===== src/rtl/flt_pkg.sv =====
// -----------------------------------------------------------------------------
// flt_pkg
// Shared definitions for the multi-cycle floating-point adder/subtractor:
//   - state_t      : controller state encoding
//   - EXP_W_DEF    : default exponent field width
//   - MAN_W_DEF    : default stored fraction width (hidden bit excluded)
//   - exp_bias()   : IEEE-style exponent bias for a given exponent width
// -----------------------------------------------------------------------------
package flt_pkg;

    localparam int EXP_W_DEF = 5;
    localparam int MAN_W_DEF = 10;

    typedef enum logic [2:0] {
        ST_IDLE   = 3'd0,
        ST_UNPACK = 3'd1,
        ST_ALIGN  = 3'd2,
        ST_ADD    = 3'd3,
        ST_NORM   = 3'd4,
        ST_PACK   = 3'd5,
        ST_DONE   = 3'd6
    } state_t;

    function automatic int exp_bias(input int exp_w);
        return (1 << (exp_w - 1)) - 1;
    endfunction

endpackage


===== src/rtl/flt_norm.sv =====
// -----------------------------------------------------------------------------
// flt_norm
// One normalisation step for the working mantissa
// {carry, hidden, fraction, guard, round, sticky}.
//   mant, exp      : current working mantissa / exponent
//   need           : the current value still needs a normalisation step
//   mant_step,
//   exp_step       : value after one step (unchanged when need=0)
//   need_step      : the stepped value still needs another step
// A carry is resolved with a single right shift (sticky preserved); otherwise
// the value is shifted left one bit until the hidden bit is set or the
// exponent reaches 1 (subnormal).
// -----------------------------------------------------------------------------
module flt_norm
    import flt_pkg::*;
#(
    parameter int EXP_W = EXP_W_DEF,
    parameter int MAN_W = MAN_W_DEF
) (
    input  logic [MAN_W+4:0] mant,
    input  logic [EXP_W:0]   exp,
    output logic             need,
    output logic [MAN_W+4:0] mant_step,
    output logic [EXP_W:0]   exp_step,
    output logic             need_step
);

    localparam int MW = MAN_W + 5;
    localparam logic [EXP_W:0] ONE = (EXP_W+1)'(1);

    logic carry;
    logic can_left;

    assign carry    = mant[MW-1];
    assign can_left = !mant[MW-2] && (exp > ONE) && (mant != '0);
    assign need     = carry || can_left;

    always_comb begin
        mant_step = mant;
        exp_step  = exp;
        need_step = 1'b0;
        if (carry) begin
            // Bits 1 and 0 both fall into the sticky position.
            mant_step = {1'b0, mant[MW-1:2], mant[1] | mant[0]};
            exp_step  = exp + ONE;
        end else if (can_left) begin
            mant_step = {mant[MW-2:0], 1'b0};
            exp_step  = exp - ONE;
            need_step = !mant[MW-3] && ((exp - ONE) > ONE);
        end
    end

endmodule


===== src/rtl/flt_addsub.sv =====
// -----------------------------------------------------------------------------
// flt_addsub
// Multi-cycle floating-point adder/subtractor (sign, biased exponent, fraction).
//   clk    : clock, all state on rising edge
//   reset  : asynchronous active-high reset
//   start  : request pulse, operands and sub sampled on the same edge
//   op_a   : operand A
//   op_b   : operand B
//   sub    : 1 computes A-B, 0 computes A+B
//   result : packed result, valid while ack=1
//   ack    : done flag, held until the next accepted start or reset
// Latency from start edge to ack: 4 + alignment shifts + normalise shifts.
// Build option: define FLT_ROUND_EN for round-to-nearest-even in a two-cycle
// PACK; otherwise PACK truncates in one cycle.
// -----------------------------------------------------------------------------
module flt_addsub
    import flt_pkg::*;
#(
    parameter int EXP_W = EXP_W_DEF,
    parameter int MAN_W = MAN_W_DEF
) (
    input  logic                   clk,
    input  logic                   reset,
    input  logic                   start,
    input  logic [EXP_W+MAN_W:0]   op_a,
    input  logic [EXP_W+MAN_W:0]   op_b,
    input  logic                   sub,
    output logic [EXP_W+MAN_W:0]   result,
    output logic                   ack
);

    localparam int W  = 1 + EXP_W + MAN_W;
    localparam int MW = MAN_W + 5;   // carry, hidden, fraction, G, R, S
    localparam logic [EXP_W:0] ONE   = (EXP_W+1)'(1);
    localparam logic [EXP_W:0] CAP   = (EXP_W+1)'(MAN_W + 3);
    localparam logic [EXP_W:0] E_MAX = {1'b0, {EXP_W{1'b1}}};

    state_t            state;
    logic [W-1:0]      a_reg, b_reg;
    logic              sub_reg;
    logic              sign_big, sign_small;
    logic [EXP_W:0]    exp_reg;
    logic [EXP_W:0]    cnt;
    logic [MW-1:0]     mant_big, mant_small;

    // ---------------- unpack / swap (from captured operands) ----------------
    logic              swap, sign_b_eff;
    logic [W-1:0]      big_op, small_op;
    logic [EXP_W-1:0]  big_ef, small_ef;
    logic [EXP_W:0]    big_e, small_e, diff;

    assign sign_b_eff = b_reg[W-1] ^ sub_reg;
    // Exponent-then-fraction ordering equals magnitude ordering, even with
    // exponent 0 read as 1.
    assign swap     = b_reg[W-2:0] > a_reg[W-2:0];
    assign big_op   = swap ? b_reg : a_reg;
    assign small_op = swap ? a_reg : b_reg;
    assign big_ef   = big_op[W-2:MAN_W];
    assign small_ef = small_op[W-2:MAN_W];
    assign big_e    = (big_ef == '0)   ? ONE : {1'b0, big_ef};
    assign small_e  = (small_ef == '0) ? ONE : {1'b0, small_ef};
    assign diff     = big_e - small_e;

    // ---------------- add / subtract ----------------
    logic [MW-1:0] sum;
    assign sum = (sign_big == sign_small) ? (mant_big + mant_small)
                                          : (mant_big - mant_small);

    // ---------------- normaliser step ----------------
    logic [MW-1:0]  norm_in, mant_step;
    logic [EXP_W:0] exp_step;
    logic           norm_need, need_step;

    assign norm_in = (state == ST_ADD) ? sum : mant_big;

    flt_norm #(.EXP_W(EXP_W), .MAN_W(MAN_W)) u_norm (
        .mant      (norm_in),
        .exp       (exp_reg),
        .need      (norm_need),
        .mant_step (mant_step),
        .exp_step  (exp_step),
        .need_step (need_step)
    );

    // ---------------- final packing ----------------
    logic [W-1:0] packed_val;
    always_comb begin
        if (exp_reg >= E_MAX) begin
            packed_val = {sign_big, {EXP_W{1'b1}}, {MAN_W{1'b0}}};
        end else begin
            // Hidden bit clear means subnormal (or zero): stored exponent 0.
            packed_val = {sign_big,
                          mant_big[MW-2] ? exp_reg[EXP_W-1:0] : {EXP_W{1'b0}},
                          mant_big[MW-3:3]};
        end
    end

`ifdef FLT_ROUND_EN
    logic              pack_phase;
    logic              rnd_inc;
    logic [MAN_W+1:0]  rnd;
    // Nearest-even: round up on guard when round/sticky set or LSB odd.
    assign rnd_inc = mant_big[2] & (mant_big[1] | mant_big[0] | mant_big[3]);
    assign rnd     = mant_big[MW-1:3] + (MAN_W+2)'(rnd_inc);
`endif

    always_ff @(posedge clk or posedge reset) begin
        if (reset) begin
            state      <= ST_IDLE;
            a_reg      <= '0;
            b_reg      <= '0;
            sub_reg    <= 1'b0;
            sign_big   <= 1'b0;
            sign_small <= 1'b0;
            exp_reg    <= '0;
            cnt        <= '0;
            mant_big   <= '0;
            mant_small <= '0;
            result     <= '0;
            ack        <= 1'b0;
`ifdef FLT_ROUND_EN
            pack_phase <= 1'b0;
`endif
        end else begin
            case (state)
                ST_IDLE, ST_DONE: begin
                    if (start) begin
                        a_reg   <= op_a;
                        b_reg   <= op_b;
                        sub_reg <= sub;
                        ack     <= 1'b0;
                        state   <= ST_UNPACK;
                    end
                end
                ST_UNPACK: begin
                    sign_big   <= swap ? sign_b_eff : a_reg[W-1];
                    sign_small <= swap ? a_reg[W-1] : sign_b_eff;
                    exp_reg    <= big_e;
                    mant_big   <= {1'b0, |big_ef,   big_op[MAN_W-1:0],   3'b000};
                    mant_small <= {1'b0, |small_ef, small_op[MAN_W-1:0], 3'b000};
                    cnt        <= (diff > CAP) ? CAP : diff;
                    state      <= ST_ALIGN;
                end
                ST_ALIGN: begin
                    if (cnt == '0) begin
                        state <= ST_ADD;
                    end else begin
                        mant_small <= {1'b0, mant_small[MW-1:2],
                                       mant_small[1] | mant_small[0]};
                        cnt        <= cnt - ONE;
                    end
                end
                ST_ADD: begin
                    mant_big <= sum;
                    if (sum == '0) begin
                        sign_big <= 1'b0;   // exact cancellation gives +0
                        state    <= ST_PACK;
                    end else if (norm_need) begin
                        state <= ST_NORM;
                    end else begin
                        state <= ST_PACK;
                    end
                end
                ST_NORM: begin
                    mant_big <= mant_step;
                    exp_reg  <= exp_step;
                    if (!need_step) state <= ST_PACK;
                end
                ST_PACK: begin
`ifdef FLT_ROUND_EN
                    if (!pack_phase) begin
                        pack_phase <= 1'b1;
                        if (rnd[MAN_W+1]) begin
                            mant_big <= {1'b0, rnd[MAN_W+1:1], 3'b000};
                            exp_reg  <= exp_reg + ONE;
                        end else begin
                            mant_big <= {rnd, 3'b000};
                        end
                    end else begin
                        pack_phase <= 1'b0;
                        result     <= packed_val;
                        ack        <= 1'b1;
                        state      <= ST_DONE;
                    end
`else
                    result <= packed_val;
                    ack    <= 1'b1;
                    state  <= ST_DONE;
`endif
                end
                default: state <= ST_IDLE;
            endcase
        end
    end

endmodule


===== config.mk =====
export PLATFORM = sky130hd
export DESIGN_NAME = flt_addsub
export DESIGN_NICKNAME = d
export VERILOG_FILES = /design/src/rtl/flt_pkg.sv /design/src/rtl/flt_norm.sv /design/src/rtl/flt_addsub.sv
export SDC_FILE = /design/constraint.sdc
export NUM_CORES = 1
export LEC_CHECK = 0
export CORE_MARGIN = 2
export CORE_UTILIZATION = 35
export DETAILED_ROUTE_END_ITERATION = 6
export MAX_ROUTING_LAYER = met4
export PLACE_DENSITY = 0.52
export SLEW_MARGIN = 5
export SYNTH_ARGS = -nofsm -noshare
export SYNTH_HDL_FRONTEND = slang
export SYNTH_SLANG_ARGS = --single-unit

===== constraint.sdc =====
create_clock -name clk -period 12.5 [get_ports clk]
set_input_delay 1.25 -clock clk [delete_from_list [all_inputs] [get_ports clk]]
set_output_delay 1.25 -clock clk [all_outputs]
set_load 0.005 [all_outputs]

==> impl_metrics.env <==
export IMPL_synth_async_reset_ratio_pct=100
export IMPL_dpl_cell_count=1122
export IMPL_num_nets_final=941
export IMPL_ys_flop_type="dfrtp_1"
export IMPL_ios=53
export IMPL_outcome="finished, final reports clean"
export IMPL_vias=6335
export IMPL_crit_family="simple AND/OR/NAND/NOR gates"
export IMPL_crit_chain="inv_1, ha_1, nor3b_1, and2_1, a21oi_1, xnor2_1, ha_1, and3_1, o211ai_1, o2111a_1, nor3_2, o41a_1, a21bo_1, o21ba_1, o22a_1"
export IMPL_routed_via_density=5.57
export IMPL_slew_headroom_pct=36.6
export IMPL_drt_first_pass_iters=7
export IMPL_die_x_um=147
export IMPL_drive_gt1_share_pct=8.29
export IMPL_final_cell_mix="nand2_1 (107), dfrtp_1 (96), nor2_1 (74), o21ai_0 (63), a21oi_1 (54)"
export IMPL_synth_seq_cells=96
export IMPL_setup_viol=0
export IMPL_hold_viol_final=0
export IMPL_fp_dieArea_sq_mm=0.0216
export IMPL_post_cts_buffers=0
export IMPL_grt_pass1_wl_mm=33.5
export IMPL_stdcell_count=1138
export IMPL_syn_inst=827
export IMPL_postCtsResizedCells=0
export IMPL_worst_setup_path_type="flop to flop"
export IMPL_wl_mm=20.8
export IMPL_cts_root_buffer="clkbuf_16"
export IMPL_track_usage_pct=20.4
export IMPL_preCtsSetupSlack_ns=7.89
export IMPL_post_drt_wl_per_cell_um=18.3
export IMPL_antenna_found_initial=0
export IMPL_fin_ws_ns=7.82
export IMPL_cts_hold_buf=0
export IMPL_coreArea_sq_mm=0.0201
export IMPL_netlist_area_leader_share_pct=33.6
export IMPL_globalplace_congestion=0.915
export IMPL_syn_area_sq_mm=0.00714
export IMPL_rsz0062_at_grt="false"
export IMPL_antenna_cells=0
export IMPL_rows=52
export IMPL_ant_nets=0
export IMPL_crit_buf_inv=1
export IMPL_hpwlAfterDp_mm=15.9
export IMPL_initial_utilization_pct=35.5
export IMPL_cts_made_buffers=9
export IMPL_fp_dieH_um=147
export IMPL_numPortBuffers=52
export IMPL_grt_max_degree=52
export IMPL_grt_overflow_total=0
export IMPL_clock_latency_ns=0.37
export IMPL_drt_iter0_markers=489
export IMPL_synth_nets=905
export IMPL_ys_types=81
export IMPL_slew_violations=0
export IMPL_grt_pass1_vias=5957
export IMPL_cap_viol_max_count=0
export IMPL_cp_max_fo=13
export IMPL_fillers=2077
export IMPL_avgSynthCellArea_sq_um=8.63
export IMPL_netlist_top_cells_area="dfrtp_1 (34%), ha_1 (7.0%), nand2_1 (5.6%)"
export IMPL_clock_sinks=96
export IMPL_clock_skew_final_ns=0.0101
export IMPL_timing_critical_path_mode_cell="ha_1"
export IMPL_final_common_cell="nand2_1"
export IMPL_synth_edf_count=0
export IMPL_post_route_min_period_ns=4.68
export IMPL_h_tree_depth=3
export IMPL_clockBufferDepth=2
export IMPL_hp_class="flop to flop"
export IMPL_clk_pin_slew_ns=0.07
export IMPL_cpPeakStageDelay_ns=0.76
export IMPL_ys_seq_area_share_pct=33.6
export IMPL_worstMarginPinSlew_ns=0.946
export IMPL_worst_ep_required_time_ns=12.80
export IMPL_setup_worst_path_end_class="flop"
export IMPL_worstPathArrival_ns=4.99
export IMPL_crit_slowest_cell="nor3_2"
export IMPL_cts_tree="yes"
export IMPL_yosys_warnings=0
export IMPL_synth_top_cell_by_area="dfrtp_1"
export IMPL_drc_errors=0
export IMPL_finalCritPeriodShare_pct=37.5
export IMPL_fmax_mhz=213
export IMPL_setup_tns_ns=0
export IMPL_syn2layout_area_growth_pct=15.7
export IMPL_cp_start_kind="flop"
==> path summary, 6_finish.rpt <==
| path | startpoint | end | slack [ns] | depth (start not counted) |
|---|---|---|---|---|
| min in group asynchronous | reset | a_reg[14]$_DFFE_PP0P_ | 1.30 | 2 |
| max | mant_small[0]$_DFFE_PP0P_ | exp_reg[3]$_DFFE_PP0P_ | 7.82 | 15 |
| min | result[15]$_DFFE_PP0P_ | result[15]$_DFFE_PP0P_ | 0.48 | 2 |
| max reg2reg | mant_small[0]$_DFFE_PP0P_ | exp_reg[3]$_DFFE_PP0P_ | 7.82 | 15 |
| min reg2reg | result[15]$_DFFE_PP0P_ | result[15]$_DFFE_PP0P_ | 0.48 | 2 |
| max in group asynchronous | reset | mant_big[3]$_DFFE_PP0P_ | 10.08 | 3 |
==> cell type report <==
type	count	area (sq um)	area share [%]
inverter	36	138	1.67
clock inverter	3	46.3	0.561
timing repair buffer	63	603	7.30
clock buffer	13	270	3.27
multi-input combinational	657	4460	54.0
tap	270	338	4.09
sequential	96	2400	29.1
==> worst reg2reg max path, cell delays in order (launching register included) <==
cell and delay [ns]:
dfrtp_1 0.42, inv_1 0.07, ha_1 0.20, nor3b_1 0.35, and2_1 0.23, a21oi_1 0.09, xnor2_1 0.39, ha_1 0.40
and3_1 0.31, o211ai_1 0.17, o2111a_1 0.29, nor3_2 0.76, o41a_1 0.29, a21bo_1 0.30, o21ba_1 0.25, o22a_1 0.13
==> Yosys cell counts (6+ instances only) <==
library cell and count:
o21a_1 8, inv_1 35, o2111ai_1 6, buf_2 10
a211oi_1 9, a22o_1 11, ha_1 40, nand3_1 11
a21o_1 9, xnor2_1 15, xor2_1 17, nor2_1 74
o21ai_0 63, and3_1 6, o31ai_1 7, clkbuf_1 24
nand2b_1 7, mux2_2 24, nand2_1 107, nand4_1 9
o22ai_1 7, dfrtp_1 96, nor3_1 23, a31oi_1 11
a21oi_1 55, mux2i_1 35
==> cell families (layout without fill, tap and decap cells) <==
logic type	count (synthesis)	after routing	synth area share, %
AND/OR/NAND/NOR	268	268	17.4
multiplexers	60	60	8.90
XOR/XNOR	32	32	3.93
AO/OA/AOI/OAI	255	255	24.4
buffers and inverters	74	115	4.17
flip-flops	96	96	33.6
adder cells (fa/ha/maj)	42	42	7.57
==> through the flow <==
stage               hold WS (ns)  cell area, sq um  util [%]
floorplan                  0.470              7140         -
global placement           0.459              7940      39.5
detailed placement         0.463              7940      39.5
CTS                        0.481              8260      41.1
global route               0.530              8260      41.1
finish                     0.478              8260      41.1
==> routing by layer <==
layer  vias up  track usage (%)  wire length, um
li1       3102                -                -
met1      3034             29.2            10200
met2       179             29.9             9190
met3        20             3.48             1130
met4         0             5.29              311
met5         -                -                0
Power is not shown: default switching activity piles up to over one toggle a cycle in this logic, so the estimate is an artifact.
